$ cat src/rtl/fetch_pkg.sv
// Shared definitions for the instruction fetch front end.
//   - fetch_state_e : fetch FSM states (IDLE / REQ / WAIT / DROP)
//   - FETCH_XLEN    : default address / instruction width
//   - PC_INC        : byte increment between sequential fetches
//   - fetch_entry_t : one buffered {pc, instr} pair handed to decode
package fetch_pkg;

    localparam int FETCH_XLEN = 32;

    localparam logic [FETCH_XLEN-1:0] PC_INC = 32'd4;

    typedef enum logic [1:0] {
        IDLE = 2'd0,
        REQ  = 2'd1,
        WAIT = 2'd2,
        DROP = 2'd3
    } fetch_state_e;

    typedef struct packed {
        logic [FETCH_XLEN-1:0] pc;
        logic [FETCH_XLEN-1:0] instr;
    } fetch_entry_t;

endpackage

$ cat src/rtl/fetch_fifo.sv
// Small FIFO of fetch_entry_t between the fetch FSM and decode.
// Ports:
//   clk, rst_n        : clock, asynchronous active-low reset
//   flush             : drop every entry (takes priority over push/pop)
//   push, push_pc,
//   push_instr        : write one entry at the tail
//   pop               : remove the head entry
//   head_pc,
//   head_instr        : current head entry (meaningful only when count != 0)
//   count             : occupancy, 0..DEPTH
// DEPTH must be a power of two so the pointers wrap naturally.
module fetch_fifo
    import fetch_pkg::*;
#(
    parameter int DEPTH = 2,
    localparam int CNT_W = $clog2(DEPTH + 1)
) (
    input  logic                  clk,
    input  logic                  rst_n,
    input  logic                  flush,
    input  logic                  push,
    input  logic [FETCH_XLEN-1:0] push_pc,
    input  logic [FETCH_XLEN-1:0] push_instr,
    input  logic                  pop,
    output logic [FETCH_XLEN-1:0] head_pc,
    output logic [FETCH_XLEN-1:0] head_instr,
    output logic [CNT_W-1:0]      count
);

    localparam int PTR_W = $clog2(DEPTH);

    fetch_entry_t     mem [DEPTH];
    logic [PTR_W-1:0] rd_ptr;
    logic [PTR_W-1:0] wr_ptr;
    logic             do_push;
    logic             do_pop;

    // A push into a full FIFO is accepted when the head leaves in the same
    // cycle; there is no bypass, so a push into an empty FIFO shows up next cycle.
    assign do_pop  = pop && (count != '0);
    assign do_push = push && ((count != CNT_W'(DEPTH)) || do_pop);

    always_ff @(posedge clk or negedge rst_n) begin
        if (!rst_n) begin
            rd_ptr <= '0;
            wr_ptr <= '0;
            count  <= '0;
        end else if (flush) begin
            rd_ptr <= '0;
            wr_ptr <= '0;
            count  <= '0;
        end else begin
            if (do_push) begin
                wr_ptr <= wr_ptr + PTR_W'(1);
            end
            if (do_pop) begin
                rd_ptr <= rd_ptr + PTR_W'(1);
            end
            if (do_push && !do_pop) begin
                count <= count + CNT_W'(1);
            end else if (do_pop && !do_push) begin
                count <= count - CNT_W'(1);
            end
        end
    end

    // Storage is data only: it needs no reset because count gates its use.
    always_ff @(posedge clk) begin
        if (do_push && !flush) begin
            mem[wr_ptr] <= '{pc: push_pc, instr: push_instr};
        end
    end

    assign head_pc    = mem[rd_ptr].pc;
    assign head_instr = mem[rd_ptr].instr;

endmodule

$ cat src/rtl/instruction_fetch_unit.sv
// Instruction fetch front end: owns the program counter, issues word reads
// to instruction memory (req/gnt/rvalid, at most one outstanding) and hands
// {pc, instr} pairs to decode through fetch_fifo (valid/ready).
// A redirect flushes everything buffered or in flight and restarts at the
// new (word-aligned) PC.
// Ports:
//   clk, rst_n                 : clock, asynchronous active-low reset
//   imem_req, imem_addr        : read request and its word address
//   imem_gnt                   : memory accepted the request this cycle
//   imem_rvalid, imem_rdata    : read response, one per grant
//   redirect_valid, redirect_pc: one-cycle restart pulse and target
//   instr_valid, instr_ready   : handshake toward decode
//   instr, instr_pc            : head instruction and its PC
// XLEN must equal fetch_pkg::FETCH_XLEN, which sizes the buffered entries.
module instruction_fetch_unit
    import fetch_pkg::*;
#(
    parameter int              XLEN     = FETCH_XLEN,
    parameter logic [XLEN-1:0] RESET_PC = '0,
    parameter int              DEPTH    = 2
) (
    input  logic            clk,
    input  logic            rst_n,
    output logic            imem_req,
    output logic [XLEN-1:0] imem_addr,
    input  logic            imem_gnt,
    input  logic            imem_rvalid,
    input  logic [XLEN-1:0] imem_rdata,
    input  logic            redirect_valid,
    input  logic [XLEN-1:0] redirect_pc,
    output logic            instr_valid,
    input  logic            instr_ready,
    output logic [XLEN-1:0] instr,
    output logic [XLEN-1:0] instr_pc
);

    localparam int CNT_W = $clog2(DEPTH + 1);
    localparam int OCC_W = CNT_W + 1;

    fetch_state_e    state_q;
    fetch_state_e    state_d;
    logic [XLEN-1:0] fetch_pc_q;
    logic [XLEN-1:0] fetch_pc_d;
    logic [XLEN-1:0] issued_pc_q;
    logic [XLEN-1:0] issued_pc_d;
    logic [XLEN-1:0] redirect_target;
    logic [CNT_W-1:0] count;
    logic [OCC_W-1:0] occ_after_push;
    logic            fifo_push;
    logic            fifo_pop;
    logic [XLEN-1:0] head_pc;
    logic [XLEN-1:0] head_instr;
    logic            redirect_lsbs_unused;

    // Byte offset bits of the target are discarded.
    assign redirect_target      = {redirect_pc[XLEN-1:2], 2'b00};
    assign redirect_lsbs_unused = ^redirect_pc[1:0];

    assign instr_valid = (count != '0);

    // A pop in the same cycle as a redirect is meaningless: the flush wins.
    assign fifo_pop = instr_valid && instr_ready && !redirect_valid;

    // Occupancy once the response being pushed this cycle lands, accounting
    // for a simultaneous pop. Decides whether the next request may issue.
    assign occ_after_push = OCC_W'(count) + OCC_W'(1) - OCC_W'(fifo_pop);

    always_ff @(posedge clk or negedge rst_n) begin
        if (!rst_n) begin
            state_q     <= IDLE;
            fetch_pc_q  <= RESET_PC;
            issued_pc_q <= '0;
        end else begin
            state_q     <= state_d;
            fetch_pc_q  <= fetch_pc_d;
            issued_pc_q <= issued_pc_d;
        end
    end

    always_comb begin
        state_d     = state_q;
        fetch_pc_d  = fetch_pc_q;
        issued_pc_d = issued_pc_q;
        fifo_push   = 1'b0;

        if (redirect_valid) begin
            fetch_pc_d  = redirect_target;
            issued_pc_d = '0;
            case (state_q)
                IDLE: state_d = REQ;
                // Without a grant the request is simply retargeted; with one,
                // the memory owes us a response that must be thrown away.
                REQ:  state_d = imem_gnt ? DROP : REQ;
                WAIT: state_d = imem_rvalid ? REQ : DROP;
                // If the killed response lands in this very cycle nothing is
                // left in flight, so waiting in DROP would never end.
                DROP: state_d = imem_rvalid ? REQ : DROP;
                default: state_d = IDLE;
            endcase
        end else begin
            case (state_q)
                IDLE: begin
                    if (count < CNT_W'(DEPTH)) begin
                        state_d = REQ;
                    end
                end
                REQ: begin
                    if (imem_gnt) begin
                        state_d     = WAIT;
                        issued_pc_d = fetch_pc_q;
                        fetch_pc_d  = fetch_pc_q + PC_INC;
                    end
                end
                WAIT: begin
                    if (imem_rvalid) begin
                        fifo_push = 1'b1;
                        state_d   = (occ_after_push < OCC_W'(DEPTH)) ? REQ : IDLE;
                    end
                end
                DROP: begin
                    // The buffer was flushed by the redirect, so credit exists.
                    if (imem_rvalid) begin
                        state_d = REQ;
                    end
                end
                default: state_d = IDLE;
            endcase
        end
    end

    fetch_fifo #(
        .DEPTH (DEPTH)
    ) u_fifo (
        .clk        (clk),
        .rst_n      (rst_n),
        .flush      (redirect_valid),
        .push       (fifo_push),
        .push_pc    (issued_pc_q),
        .push_instr (imem_rdata),
        .pop        (fifo_pop),
        .head_pc    (head_pc),
        .head_instr (head_instr),
        .count      (count)
    );

    assign imem_req  = (state_q == REQ);
    assign imem_addr = fetch_pc_q;

    // Head fields read as zero whenever nothing is valid (including reset).
    assign instr    = instr_valid ? head_instr : '0;
    assign instr_pc = instr_valid ? head_pc    : '0;

endmodule

$ cat config.mk
export PLATFORM = sky130hd
export DESIGN_NAME = instruction_fetch_unit
export DESIGN_NICKNAME = d
export VERILOG_FILES = /design/src/rtl/fetch_pkg.sv /design/src/rtl/fetch_fifo.sv /design/src/rtl/instruction_fetch_unit.sv
export SDC_FILE = /design/constraint.sdc
export NUM_CORES = 1
export LEC_CHECK = 0
export BUFFER_PORTS_ARGS = -buffer_cell sky130_fd_sc_hd__buf_4
export CAP_MARGIN = 15
export CELL_PAD_IN_SITES_DETAIL_PLACEMENT = 2
export CELL_PAD_IN_SITES_GLOBAL_PLACEMENT = 2
export CORE_MARGIN = 2
export CORE_UTILIZATION = 39
export DETAILED_ROUTE_END_ITERATION = 10
export GPL_TIMING_DRIVEN = 0
export PLACE_DENSITY_LB_ADDON = 0.1
export SETUP_SLACK_MARGIN = 0.1
export SLEW_MARGIN = 20
export SYNTH_ARGS = -nofsm -noshare
export SYNTH_HDL_FRONTEND = slang
export SYNTH_SLANG_ARGS = --single-unit
$ cat constraint.sdc
create_clock -name clk -period 16.4 [get_ports clk]
set_input_delay 3.28 -clock clk [delete_from_list [all_inputs] [get_ports clk]]
set_output_delay 3.28 -clock clk [all_outputs]
set_load 0.005 [all_outputs]
### Word level (Yosys, flattened, before mapping)

Memories as Yosys holds them, arrays and structs flattened.
Cells that the tools add are included.
Widths: inputs -> output; s select.

* flip-flop bits (word level): 70
* bits in writable memories: 128
* input bits: 70
* output and inout port bits: 98
* logic and storage cells: 75
* memories kept: 1

Memory list
* u_fifo.mem: depth 2, width 64, rd ports 1, clocked after memory_dff 0, wr ports 1, line fetch_fifo.sv:32 `fetch_entry_t mem [DEPTH];`

* add/subtract/negate cells: 7
* order comparisons: 2
* eq/ne operators: 8
* mux-type cells: 30
* reduce and logical (&&, ||, !) cells: 21

Operator list (number)
* $mux 32: 8
* $add 32x3->32 const B: 1
* $mux 2: 10
* $mux 1: 10
* $reduce_bool 2->1: 5
* $ne 3x3->1 const B: 3
* $pmux 2 s4: 1
* $logic_and 1x1->1: 7
* $pmux 2 s3: 1
* $eq 2x2->1 const B: 2
* $reduce_and 4->1: 1
* $add 2x1->3 const B: 1
* $logic_not 1->1: 3
* $lt 3x2->1 const B: 1
* $ne 3x1->1 const B: 1
* $reduce_bool 3->1: 1
* $sub 3x1->3: 1
* $add 1x1->1 const B: 2
* $add 2x1->2 const B: 1
* $eq 2x1->1 const B: 1
* $logic_not 2->1: 1
* $lt 2x2->1 const B: 1
* $ne 2x2->1 const B: 1
* $reduce_and 2->1: 1
* other kinds (3): 3

### Longest topological paths before layout

* depth in word-level cells: 11
* depth in mapped cells: 6
* gate-level depth less buffers: 6

### Hierarchy

Synthesis repeated with hierarchy kept, for this count alone.

* cells, all modules: 633
* area, all modules: 8308.0 um^2

Modules (own cells, without submodules)
* fetch_fifo: instances 1, cells an instance 223, area an instance 4830.9 um^2, seq. area each 3943.8 um^2
* instruction_fetch_unit: instances 1, cells an instance 410, area an instance 3477.1 um^2, seq. area each 1576.5 um^2

### Worst setup path before layout

OpenSTA, ideal clock, no wires.

* path kind: input -> register
* from: input port instr_ready
* to: memory u_fifo.mem[1][0] (netlist name) (enable)
* setup time: 0.575 ns
* arrival time: 8.421 ns
* required time: 15.825 ns
* path slack: 7.404 ns
* cell stages on the path: 4
* path buffers: 1
* path through: clkbuf_1 inv_1 a31o_2 nor3b_1

* word-level cells in the longest chain between the ends: 8

RTL lines
* from (decl): line instruction_fetch_unit.sv:32 `input logic instr_ready,`
* $logic_and 1x1->1 (2 in series): line instruction_fetch_unit.sv:62 `assign fifo_pop = instr_valid && instr_ready && !redirect_valid;`
* $logic_and 1x1->1: line fetch_fifo.sv:40 `assign do_pop = pop && (count != '0);`
* $logic_or 1x1->1: line fetch_fifo.sv:41 `assign do_push = push && ((count != CNT_W'(DEPTH)) || do_pop);`
* $logic_and 1x1->1: line fetch_fifo.sv:41
* $logic_and 1x1->1: line fetch_fifo.sv:69 `if (do_push && !flush) begin`
* $mux 1: line fetch_fifo.sv:69
* $mux 1 (implied by the code): line fetch_fifo.sv:70 `mem[wr_ptr] <= '{pc: push_pc, instr: push_instr};`
* to (decl): line fetch_fifo.sv:32

No other way between the ends.

### Worst setup path in the final report

* from: register u_fifo.count[1]
* to: output port instr_pc[1]

* word-level cells in the longest chain between the ends: 2

RTL lines
* from (decl): line fetch_fifo.sv:27 `output logic [CNT_W-1:0] count`
* from (signal assigned): line fetch_fifo.sv:60 `count <= count + CNT_W'(1);`
* from (signal assigned): line fetch_fifo.sv:62 `count <= count - CNT_W'(1);`
* $reduce_bool 2->1: line instruction_fetch_unit.sv:59 `assign instr_valid = (count != '0);`
* $mux 32: line instruction_fetch_unit.sv:151 `assign instr_pc = instr_valid ? head_pc : '0;`
* to (decl): line instruction_fetch_unit.sv:34 `output logic [XLEN-1:0] instr_pc`

No other way between the ends.

==> metrics.cfg <==
[status]
status = completed

[final_layout]
final_cell_mix = buf_4, edfxtp_1, nand2_1, nor2_1, dfrtp_1
design_area_mm2 = 0.0102
antenna_cells = 0
syn2layout_area_growth_pct = 28.6
fin_nets = 888
final_common_cell = buf_4
n_fill_cell = 2000
drive_gt1_share_pct = 27.7

[min_path]
min_path_cells = 0
whs_endpoint = u_fifo.mem[0][54]
worstHoldPathType = flop to flop
hold_path.startpoint = issued_pc_q[22]

[critical_path]
crit_required_ns = 13.12
path_class = flop to output port
reg2reg_to = u_fifo.mem[1][26]
arrival_ns = 2.41
start_kind = flop
rr_worst_depth = 8
cp_slowest_stage_delay_ns = 0.57
reg2reg_slack_ns = 13.67
cp-end-kind = output port
critPathSlowestCell = nor2_2
crit_chain = clkbuf_1 -> nor2_2 -> clkbuf_1 -> nor2_1 -> buf_4 -> buf_4
cp_max_fo = 10
r2r_start = state_q[0]

[global_route]
grt_pass1_wl_um = 35400
grt_util_all_layers_pct = 21.4
grt_pass1_vias = 6169
grt-ovfl-total = 0
grt_max_degree = 68
antenna_found_initial = 0

[floorplan]
die_w_um = 147
die_area_mm2 = 0.0215
die_h_um = 147
ios = 168
start_util_pct = 39.4
row_count = 52
design.core.area_mm2 = 0.0201

[placement]
place_area_mm2 = 0.00963
place_congestion = 0.744
dpl.hpwl_um = 16600
port_buffers = 161

[pwr]
power.share.clock_pct = 37.9
p_seq_share_pct = 53.1
p_comb_share_pct = 9.0
power_switching_mw = 0.260
p_leak_nw = 3.95
power.density_mw_per_mm2 = 103
p_int_mw = 0.792
sw_frac_of_total_pct = 24.7
vdd_drop_max_uv = 69.3

[timing]
maxSlewViolCount = 0
min_period_ns = 5.69
tns_ns = 0
hold_viol_final = 0
finClkSkew_ns = 0.00562
max_slew.worst_pin.slew_ns = 0.879
rsz0062_at_grt = no
clock.fmax_mhz = 176
setup_viol = 0
maxSlewHeadroom_pct = 41.4
fin_crit_sh_pct = 34.7

[synthesis]
seq_area_frac_synth_pct = 68.9
synthCells = 619
ys_warn_count = 0
ys_types = 38
synth.avg_cell_area_um2 = 12.8
async_flop_share_pct = 34.7
synth_seq_cells = 193
syn_area_mm2 = 0.00793
synthFlopType = edfxtp_1
synth_edf_count = 126

[route]
firstDrtPassIters = 4
wirelength_um = 22200
ant_nets = 0
drtIter0Drc = 214
route.detailed.drc = 0
vias = 5491
viasPerCell = 4.99
wl_per_cell_um = 20.2

[clock_network]
cts_hold_buf = 0
path_clk_slew_ns = 0.07
cts_resized = 0
insertion_delay_ns = 0.43
htree_levels = 4
cts_root_buffer = clkbuf_16
cts_buffers = 17
cts_tree = built
cts_sinks = 193
cts_setup_buffers = 0
clock_path_buffers = 2

[run]
cap_violations = 0

==> through the flow <==
step	hold WS, ns	cells	worst slack [ns]	total power [mW]	util [%]
after floorplan	0.434	620	7.40	0.604	-
after global placement	0.455	1051	4.70	0.655	47.2
after detailed placement	0.464	1068	10.75	0.664	47.9
after CTS	0.485	1100	10.33	1.06	50.7
after global routing	0.490	1100	10.52	1.09	50.7
final	0.480	1100	10.71	1.05	50.7
==> worst max path at each step <==
| stage | end | slack [ns] | cells past startpoint | startpoint |
|---|---|---|---|---|
| after global routing | instr_pc[1] | 10.52 | 6 | u_fifo.count[1] |
| after floorplan | u_fifo.mem[1][0] | 7.40 | 4 | instr_ready |
| after CTS | instr_pc[1] | 10.33 | 6 | u_fifo.count[1] |
| after detailed placement | u_fifo.mem[1][26] | 10.75 | 9 | instr_ready |
| final | instr_pc[1] | 10.71 | 6 | u_fifo.count[1] |
| after global placement | u_fifo.mem[1][29] | 4.70 | 4 | instr_ready |
==> kinds of logic (layout without fill, tap and decap cells) <==
family / Yosys count / in the layout / synth area share [%]
simple gates: 217 / 217 / 12.5
flops: 193 / 193 / 68.9
compound gates: 67 / 67 / 4.31
mux: 66 / 66 / 8.36
buf+inv: 42 / 252 / 2.26
xor+xnor: 32 / 32 / 3.53
fa+ha+maj: 1 / 1 / 0.158
other cells: 1 / 2 / 0.0473
==> power by group through the flow <==
stage | sequential (mW) | clock, mW | combinational, mW
floorplan | 0.561 | 0 | 0.0428
global placement | 0.566 | 0 | 0.0884
detailed placement | 0.569 | 0 | 0.0952
CTS | 0.558 | 0.409 | 0.0966
global route | 0.561 | 0.426 | 0.105
finish | 0.558 | 0.399 | 0.0942
==> metal layers <==
metal,up-vias,wire length [um],share of wire [%],global-route usage [%]
met5,-,0,0,0
met2,138,11300,51,37.6
met1,2759,9760,44,27.4
li1,2573,-,-,-
met3,21,835,3.8,4.13
met4,0,297,1.3,5.53
==> sequential cells by signal (all words and copies together), names as in the netlist <==
| name | count |
|---|---|
| u_fifo.rd_ptr | 1 |
| imem_addr | 30 |
| state_q | 2 |
| u_fifo.wr_ptr | 1 |
| u_fifo.mem | 126 |
| u_fifo.count | 2 |
| issued_pc_q | 31 |
==> synthesized netlist by cell type, types with 2 or more instances <==
library cell | number | area share (%)
mux2_2 | 2 | 0.28
buf_1 | 3 | 0.14
a21oi_1 | 32 | 2.0
nor2_1 | 73 | 3.5
buf_4 | 3 | 0.28
xor2_1 | 23 | 2.5
o21ai_0 | 12 | 0.76
nor3b_1 | 3 | 0.28
buf_2 | 8 | 0.50
mux2i_1 | 64 | 8.1
nor4_4 | 2 | 0.54
nand3_1 | 10 | 0.63
edfxtp_1 | 126 | 48
o21ai_1 | 21 | 1.3
nor2b_1 | 2 | 0.16
inv_1 | 6 | 0.28
nand2_1 | 100 | 4.7
xnor2_1 | 9 | 0.99
dfrtp_1 | 67 | 21
nor3_1 | 2 | 0.13
nand4_1 | 11 | 0.87
and3_1 | 3 | 0.24
clkbuf_1 | 22 | 1.0
==> worst max-delay path, delay by kind of cell, from the launching register on <==
kind / cells / cell delay, ns
and+or+nand+nor: 2 / 0.72
DFF: 1 / 0.37
buffers and inverters: 4 / 0.90
==> cell type report <==
class                           count  area (um2)  share of cell area, %
Multi-Input combinational cell    385        2310                   22.6
Clock inverter                     15         134                   1.31
Sequential cell                   193        5460                   53.6
Inverter                            6        22.5                  0.221
Timing Repair Buffer              178        1350                   13.3
Buffer                             36         156                   1.53
Tap cell                          270         338                   3.31
Clock buffer                       17         425                   4.17
No activity file was read; power rests on OpenSTA's default activity.
